--- src/rtl/bypass_wire_fifo2_pkg.sv ---
// Shared definitions for the two-entry bypass FIFO: occupancy encoding,
// store control bundle and the occupancy update rule.
package bypass_fifo_pkg;

  localparam int COUNT_W = 2;

  localparam logic [COUNT_W-1:0] CNT_EMPTY = 2'd0;
  localparam logic [COUNT_W-1:0] CNT_ONE   = 2'd1;
  localparam logic [COUNT_W-1:0] CNT_FULL  = 2'd2;

  // Load/shift commands from the control decode to the data store.
  typedef struct packed {
    logic load_h0;  // h0 <= D_IN
    logic load_h1;  // h1 <= D_IN
    logic shift;    // h0 <= h1
  } store_ctl_t;

  // Occupancy after one edge. enq_ok/deq_ok are the already-legalised
  // strobes; a bypass (enq_ok & deq_ok at empty) leaves the count alone.
  function automatic logic [COUNT_W-1:0] next_count(
    input logic [COUNT_W-1:0] cnt,
    input logic               enq_ok,
    input logic               deq_ok,
    input logic               clr
  );
    logic [COUNT_W-1:0] nxt;
    nxt = cnt;
    if (clr) begin
      nxt = CNT_EMPTY;
    end else if (enq_ok && !deq_ok) begin
      nxt = cnt + 2'd1;
    end else if (!enq_ok && deq_ok) begin
      nxt = cnt - 2'd1;
    end else begin
      nxt = cnt;
    end
    return nxt;
  endfunction

endpackage

--- src/rtl/bypass_wire_fifo2_if.sv ---
// Producer/consumer handshake bundle of the bypass FIFO.
// master = the side driving data and strobes, slave = the FIFO.
interface bypass_wire_fifo2_if #(
  parameter int width = 1
);

  logic [width-1:0] D_IN;
  logic             ENQ;
  logic             FULL_N;
  logic [width-1:0] D_OUT;
  logic             EMPTY_N;
  logic             DEQ;
  logic             CLR;
  logic             ERR;

  modport master (
    output D_IN, ENQ, DEQ, CLR,
    input  FULL_N, D_OUT, EMPTY_N, ERR
  );

  modport slave (
    input  D_IN, ENQ, DEQ, CLR,
    output FULL_N, D_OUT, EMPTY_N, ERR
  );

endinterface

--- src/rtl/bypass_wire_fifo2_store.sv ---
// Data storage of the bypass FIFO: head h0 and tail h1. No reset on the
// data path; validity is tracked entirely by the count in the top level.
module bypass_fifo2_store
  import bypass_fifo_pkg::*;
#(
  parameter int width = 1
) (
  input  logic             clk,
  input  logic [width-1:0] din,
  input  store_ctl_t       ctl,
  output logic [width-1:0] h0,
  output logic [width-1:0] h1
);

  // Head register: loaded from D_IN, or advanced from the tail on a dequeue at full.
  always_ff @(posedge clk) begin
    if (ctl.load_h0) begin
      h0 <= din;
    end else if (ctl.shift) begin
      h0 <= h1;
    end else begin
      h0 <= h0;
    end
  end

  // Tail register: only ever written by an enqueue into a one-entry FIFO.
  always_ff @(posedge clk) begin
    if (ctl.load_h1) begin
      h1 <= din;
    end else begin
      h1 <= h1;
    end
  end

endmodule

--- src/rtl/bypass_wire_fifo2.sv ---
// Two-entry bypass FIFO. With nothing buffered, an enqueued beat is
// forwarded combinationally to D_OUT; a stalled consumer gets up to two
// beats of buffering. Count, control decode and the sticky ERR live here.
module bypass_wire_fifo2
  import bypass_fifo_pkg::*;
#(
  parameter int width   = 1,
  parameter int guarded = 1
) (
  input  logic                CLK,
  input  logic                RST_N,
  bypass_wire_fifo2_if.slave  bus
);

  logic [COUNT_W-1:0] count;
  logic [COUNT_W-1:0] count_nxt;
  logic               has_data;
  logic               full_n;
  logic               enq_ok;
  logic               deq_ok;
  logic               empty_n;
  logic               ill_enq;
  logic               ill_deq;
  logic               err;
  logic               err_set;
  store_ctl_t         ctl;
  logic [width-1:0]   h0;
  logic [width-1:0]   h1;

  // Handshake decode: legalise the strobes against the registered count.
  always_comb begin
    has_data = (count != CNT_EMPTY);
    full_n   = (count != CNT_FULL);
    enq_ok   = bus.ENQ & full_n;
    empty_n  = has_data | enq_ok;
    deq_ok   = bus.DEQ & empty_n;
    // A flush overrides the strobes, so they cannot be protocol errors then.
    ill_enq  = bus.ENQ & ~full_n & ~bus.CLR;
    ill_deq  = bus.DEQ & ~empty_n & ~bus.CLR;
    if (guarded != 0) begin
      err_set = ill_enq | ill_deq;
    end else begin
      err_set = 1'b0;
    end
    count_nxt = next_count(count, enq_ok, deq_ok, bus.CLR);
  end

  // Store command decode: where incoming data lands, and when the tail moves up.
  always_comb begin
    ctl = '0;
    if (bus.CLR) begin
      ctl = '0;
    end else begin
      case (count)
        CNT_EMPTY: begin
          // Enqueue without dequeue parks the beat; with dequeue it bypasses.
          ctl.load_h0 = enq_ok & ~deq_ok;
        end
        CNT_ONE: begin
          // Simultaneous enq/deq replaces the head; enq alone fills the tail.
          ctl.load_h0 = enq_ok & deq_ok;
          ctl.load_h1 = enq_ok & ~deq_ok;
        end
        CNT_FULL: begin
          ctl.shift = deq_ok;
        end
        default: begin
          ctl = '0;
        end
      endcase
    end
  end

  // Occupancy register; reset empties the FIFO immediately.
  always_ff @(posedge CLK or negedge RST_N) begin
    if (!RST_N) begin
      count <= CNT_EMPTY;
    end else begin
      count <= count_nxt;
    end
  end

  // Sticky protocol-violation flag; only reset clears it.
  always_ff @(posedge CLK or negedge RST_N) begin
    if (!RST_N) begin
      err <= 1'b0;
    end else begin
      err <= err | err_set;
    end
  end

  bypass_fifo2_store #(
    .width (width)
  ) u_store (
    .clk (CLK),
    .din (bus.D_IN),
    .ctl (ctl),
    .h0  (h0),
    .h1  (h1)
  );

  assign bus.FULL_N  = full_n;
  assign bus.EMPTY_N = empty_n;
  assign bus.D_OUT   = has_data ? h0 : bus.D_IN;
  assign bus.ERR     = err;

endmodule

--- src/flat_wrapper.sv ---
// flat-port wrapper written by rule: the top's interface ports become plain ports
module bypass_wire_fifo2_flat import bypass_fifo_pkg::*;
#(
  parameter int width   = 1,
  parameter int guarded = 1
)
  (CLK, RST_N, bus_D_IN, bus_ENQ, bus_DEQ, bus_CLR, bus_FULL_N, bus_D_OUT, bus_EMPTY_N, bus_ERR);
  bypass_wire_fifo2_if #(.width(width)) bus_i ();
  input  logic CLK;
  input  logic RST_N;
  input wire logic [$bits(bus_i.D_IN)-1:0] bus_D_IN;
  input wire logic [$bits(bus_i.ENQ)-1:0] bus_ENQ;
  input wire logic [$bits(bus_i.DEQ)-1:0] bus_DEQ;
  input wire logic [$bits(bus_i.CLR)-1:0] bus_CLR;
  output wire logic [$bits(bus_i.FULL_N)-1:0] bus_FULL_N;
  output wire logic [$bits(bus_i.D_OUT)-1:0] bus_D_OUT;
  output wire logic [$bits(bus_i.EMPTY_N)-1:0] bus_EMPTY_N;
  output wire logic [$bits(bus_i.ERR)-1:0] bus_ERR;
  assign bus_i.D_IN = bus_D_IN;
  assign bus_i.ENQ = bus_ENQ;
  assign bus_i.DEQ = bus_DEQ;
  assign bus_i.CLR = bus_CLR;
  assign bus_FULL_N = bus_i.FULL_N;
  assign bus_D_OUT = bus_i.D_OUT;
  assign bus_EMPTY_N = bus_i.EMPTY_N;
  assign bus_ERR = bus_i.ERR;
  bypass_wire_fifo2 #(.width(width), .guarded(guarded)) u_core (.CLK(CLK), .RST_N(RST_N), .bus(bus_i));
endmodule
--- config.mk ---
export PLATFORM = sky130hd
export DESIGN_NAME = bypass_wire_fifo2_flat
export DESIGN_NICKNAME = d
export VERILOG_FILES = /design/src/rtl/bypass_wire_fifo2_pkg.sv /design/src/rtl/bypass_wire_fifo2_if.sv /design/src/rtl/bypass_wire_fifo2_store.sv /design/src/rtl/bypass_wire_fifo2.sv /design/src/flat_wrapper.sv
export SDC_FILE = /design/constraint.sdc
export NUM_CORES = 1
export LEC_CHECK = 0
export ABC_AREA = 0
export CAP_MARGIN = 30
export CORE_AREA = 2 2 39 41
export DETAILED_ROUTE_END_ITERATION = 6
export DIE_AREA = 0 0 41 43
export PLACE_DENSITY = 0.6
export SLEW_MARGIN = 20
export SYNTH_ARGS = -nofsm -noshare
export SYNTH_HDL_FRONTEND = slang
export SYNTH_SLANG_ARGS = --single-unit
--- constraint.sdc ---
create_clock -name CLK -period 2.19 [get_ports CLK]
set_clock_uncertainty 0.1 [all_clocks]
set_input_delay 0.657 -clock CLK [delete_from_list [all_inputs] [get_ports CLK]]
set_output_delay 0.657 -clock CLK [all_outputs]
set_load 0.02 [all_outputs]
== Word-level counts from Yosys, hierarchy flattened ==
Cells that the tools add are included.

* Add/subtract/negate cells: 2
* Equal/unequal tests: 3
* Mux-type cells: 10
* Bitwise gates (word level): 15
* Reduce and logical (&&, ||, !) cells: 8

{| class="wikitable"
|+ Operators by type and width
! operator !! count
|-
| $and A1 B1 Y1 || 8
|-
| $mux W2 || 3
|-
| $mux W1 || 5
|-
| $not A1 Y1 || 4
|-
| $reduce_bool A2 Y1 || 2
|-
| $mux W3 || 1
|-
| $or A1 B1 Y1 || 3
|-
| $reduce_bool A3 Y1 || 1
|-
| $add A2 B1 Y2 const B || 1
|-
| $eq A2 B1 Y1 const B || 1
|-
| $eq A2 B2 Y1 const B || 1
|-
| $logic_and A1 B1 Y1 || 2
|-
| $logic_not A1 Y1 || 2
|-
| $logic_not A2 Y1 || 1
|-
| $ne A2 B2 Y1 const B || 1
|-
| $pmux W1 S2 || 1
|-
| $sub A2 B1 Y2 const B || 1
|}

* Register bits: 5
* Input bits: 6
* Output and inout port bits: 4

== Logic depth before layout (Yosys ltp) ==
* Word-level depth: 10
* Depth in mapped cells: 6
* Depth with buffers taken out: 5

== Cells and area by module ==
Synthesis repeated with hierarchy kept, for this count alone.

* Cell total of the unflattened synthesis: 35
* Area, all modules: 357.8 µm²

{| class="wikitable"
|+ Modules (own cells, without submodules)
! module !! times used !! cells an instance !! area an instance (µm²) !! sequential area each (µm²)
|-
| bypass_wire_fifo2 || 1 || 31 || 276.5 || 75.1
|-
| bypass_fifo2_store || 1 || 4 || 81.3 || 60.1
|}

== Least setup slack after synthesis ==
Ideal clock, no wire load.

* Path kind: reg2out
* From: register u_core.count[0]
* To: output bus_D_OUT
* Arrival time: 1143 ps
* Required time: 1433 ps
* Slack: 290 ps
* Cell stages (with the launch flop): 5
* Cell sequence: dfrtp_1 -> inv_1 -> ha_1 -> buf_2 -> mux2_2

* Cells in the longest elaborated chain, start to end: 2

{| class="wikitable"
|+ Ends and longest elaborated chain
! element !! RTL line !! RTL
|-
| start: declaration || bypass_wire_fifo2.sv:15 || <nowiki>logic [COUNT_W-1:0] count;</nowiki>
|-
| start signal: assignment || bypass_wire_fifo2.sv:79 || <nowiki>count <= count_nxt;</nowiki>
|-
| $reduce_bool A2 Y1 || bypass_wire_fifo2.sv:32 || <nowiki>has_data = (count != CNT_EMPTY);</nowiki>
|-
| $mux W1 || bypass_wire_fifo2.sv:104 || <nowiki>assign bus.D_OUT = has_data ? h0 : bus.D_IN;</nowiki>
|-
| end: declaration || flat_wrapper.sv:16 || <nowiki>output wire logic [$bits(bus_i.D_OUT)-1:0] bus_D_OUT;</nowiki>
|}

No other way between the ends.

== Final worst setup path ==
* From: register u_core.count[1]
* To: output bus_D_OUT

Same word-level chain as after synthesis.

==> qor.csv <==
metric,value,unit
count_of_hold_fix_buffers_inserted_at_cts,0,
final-hold-violation-count,0,
hold-worst-slack,0.367,ns
power.combinational.fraction,43.5,%
grt_pass1_vias,340,
route.vias.total,337,
tightestPinTransition,0.375,ns
utilization,43.3,%
tritoncts,yes,
crit_chain,inv_1 -> ha_2 -> mux2_4 -> buf_6,
worst-endpoint-arrival,1.37,ns
filler_cell_count,147,
synth_sequential_area_ratio,34.4,%
residual_antenna_violating_net_count_after_detailed_routing,0,
cap_violations,0,
grt_antenna_before_repair,0,
capture_instance_of_the_worst_register_to_register_path,u_core.u_store.h0$_DFFE_PP_,
cp-end-kind,output port,
place.port_buffers,9,
finalCritPeriodShare,97.3,%
track_usage,11.1,%
cts.path.max_buffers,2,
setup.worst_path.start_class,flop,
critical_path.max_stage_delay,0.40,ns
drt-wirelength-per-cell,10.4,um
reg2reg_setup_slack,0.41,ns
cts_num_sinks,5,
syn_to_final_growth,52.5,%
syn_inst,39,
detailedPlace.worstSlack,-0.474,ns
wirelength,804,um
yosys_register_bits,5,
r2r.worst_path.cells,6,
io_pins,10,
dpl.hpwl,655,um
clk_root_buffer_cell,sky130_fd_sc_hd__clkbuf_4,
routabilityCongestion,0.804,
initial_utilization,28.4,%
outcome,completed,
min_path_cells,1,
grt_start_max_net_pins,9,
synthesis.nets,48,
core_area,1380,um^2
routed_via_density,4.38,
critPathRequiredTime,1.43,ns
dieWidth,41,um
slew_headroom,74.6,%
power_leakage,0.274,nW
r2r-start,u_core.count[1]$_DFFE_PN0P_,
synth.top_cells.by_area,"sky130_fd_sc_hd__dfrtp_1, sky130_fd_sc_hd__edfxtp_1, sky130_fd_sc_hd__ha_1",
synthDominantCellAreaShare,19.1,%
swShare,30.2,%
die_area,1760,um^2
power.density,623,nW/um^2
hold_path.class,flop to flop,
rows,14,
syn-mean-instance-area,10.1,um^2
timing.setup.critical_path_class,flop to output port,
yosys_most_used_dff,sky130_fd_sc_hd__dfrtp_1,
seq_power_share,29.4,%
yosysWarnings,0,
initialDrtViolationCount,6,
report.final.slew_viol_count,0,
syn-cell-area,393,um^2
multi_input_area,244,um^2
cts_h_tree_lvls,1,
residual_drc,0,
p_int,0.261,mW
synth_edf_count,2,
postSynth.asyncResetShare,60.0,%
num-nets-final,71,
largest_driver_fanout_on_the_critical_path,3,
timing.critical_path.slowest_stage_cell,sky130_fd_sc_hd__dfrtp_1,
finalSetupViolCount,0,
die_h,43,um
grt_first_pass_wirelength,1310,um
drive_above_1_share,36.1,%
post-synth-top-count-cell,sky130_fd_sc_hd__inv_1,
overflow_left_after_global_routing,0,
clockPowerShare,27.1,%
finalWorstSetupSlack,0.0599,ns
finalCriticalPeriod,2.13,ns
worstSkewPairLatency,0.23,ns
rsz_0062_raised_after_global_routing,no,
timing.hold.worst.start,u_core.bus.ERR$_DFF_PN0_,
fmaxAchievable,469,MHz
timing.critical_path.to,bus_D_OUT,
sequential_cell_area,135,um^2
cts.clk_slew.worst_paths,0.04,ns
startpoint,u_core.count[1]$_DFFE_PN0P_,
net-switching-power,0.113,mW
synth_cell_types,22,
antenna-diode-count,0,
cts_buffers,3,
totalPowerFinal,0.374,mW
synthDominantAreaCellType,sky130_fd_sc_hd__dfrtp_1,
vdd_ir_drop_max,0.000395,V
first_pass_iters,4,
cells in the final DEF (no fill, tap or decap), types with 2 or more instances in the layout:
cell type | synthesis | final
sky130_fd_sc_hd__clkbuf_4 | 0 | 3
sky130_fd_sc_hd__edfxtp_1 | 2 | 2
sky130_fd_sc_hd__buf_4 | 0 | 10
sky130_fd_sc_hd__inv_1 | 4 | 3
sky130_fd_sc_hd__o21ai_0 | 2 | 2
sky130_fd_sc_hd__ha_1 | 3 | 2
sky130_fd_sc_hd__clkdlybuf4s50_1 | 0 | 4
sky130_fd_sc_hd__mux2i_1 | 3 | 3
sky130_fd_sc_hd__mux2_1 | 2 | 2
sky130_fd_sc_hd__nor2b_1 | 2 | 2
sky130_fd_sc_hd__dfrtp_1 | 3 | 3
sky130_fd_sc_hd__a21oi_1 | 3 | 3
sky130_fd_sc_hd__nor2_1 | 3 | 3
sky130_fd_sc_hd__dlygate4sd2_1 | 0 | 2
critical path: cells and delay by family (launching register included):
family     cells  cell delay (ns)
fa+ha+maj      1             0.21
buf+inv        2             0.23
flops          1             0.40
mux            1             0.30
stage by stage:
step	cells	instance area (um^2)	setup TNS, ns
after global routing	77	599	0
after floorplan	39	393	0
after CTS	77	602	0
after global placement	73	573	-1.00
after detailed placement	73	573	-1.05
final	77	599	0
power groups by stage:
stage / sequential (mW) / clock [mW] / combinational (mW)
2_1_floorplan: 0.111 / 0 / 0.0885
3_3_place_gp: 0.110 / 0 / 0.162
3_5_place_dp: 0.110 / 0 / 0.163
4_1_cts: 0.109 / 0.107 / 0.163
5_1_grt: 0.111 / 0.117 / 0.178
6_report: 0.110 / 0.101 / 0.162
cell families after synthesis:
| kind of cell | Yosys count | share of synthesized area (%) |
|---|---|---|
| AND/OR/NAND/NOR | 13 | 22.6 |
| multiplexers | 6 | 16.2 |
| flip-flops | 5 | 34.4 |
| adder cells (fa/ha/maj) | 3 | 9.56 |
| buffers and inverters | 5 | 5.09 |
| AO/OA/AOI/OAI | 7 | 12.1 |
timing repair:
action	in CTS	in global routing
setup buffers	0	0
endpoints found under the setup margin	3	3
resized for setup	13	4
endpoints found under the hold margin	0	0
routing by layer:
metal / vias up / wire length (um) / GRT usage (%) / part of all wire, %
li1: 181 / - / - / -
met1: 145 / 376 / 14.6 / 47
met2: 11 / 357 / 15.0 / 44
met3: 0 / 70 / 6.28 / 8.7
met4: 0 / 0 / 4.00 / 0
met5: - / 0 / 0 / 0
area by class of cell:
class                      count  area share, %
inverter                       4           2.51
multi-input combinational     29           40.7
tap                           16           3.34
timing repair buffer          19           26.5
clock buffer                   4           4.38
sequential                     5           22.5
registers in the layout, indices dropped and copies added (netlist names):
signal / flops
u_core.count: 2
u_core.bus.ERR: 1
u_core.u_store.h0: 1
u_core.u_store.h1: 1
how the worst min path moves through the flow:
stage	endpoint	slack, ns
2_1_floorplan	u_core.bus.ERR$_DFF_PN0_	0.26
3_3_place_gp	u_core.bus.ERR$_DFF_PN0_	0.37
3_5_place_dp	u_core.bus.ERR$_DFF_PN0_	0.37
4_1_cts	u_core.bus.ERR$_DFF_PN0_	0.38
5_1_grt	u_core.bus.ERR$_DFF_PN0_	0.39
6_report	u_core.bus.ERR$_DFF_PN0_	0.37
Power figures use the tool's default switching activity.
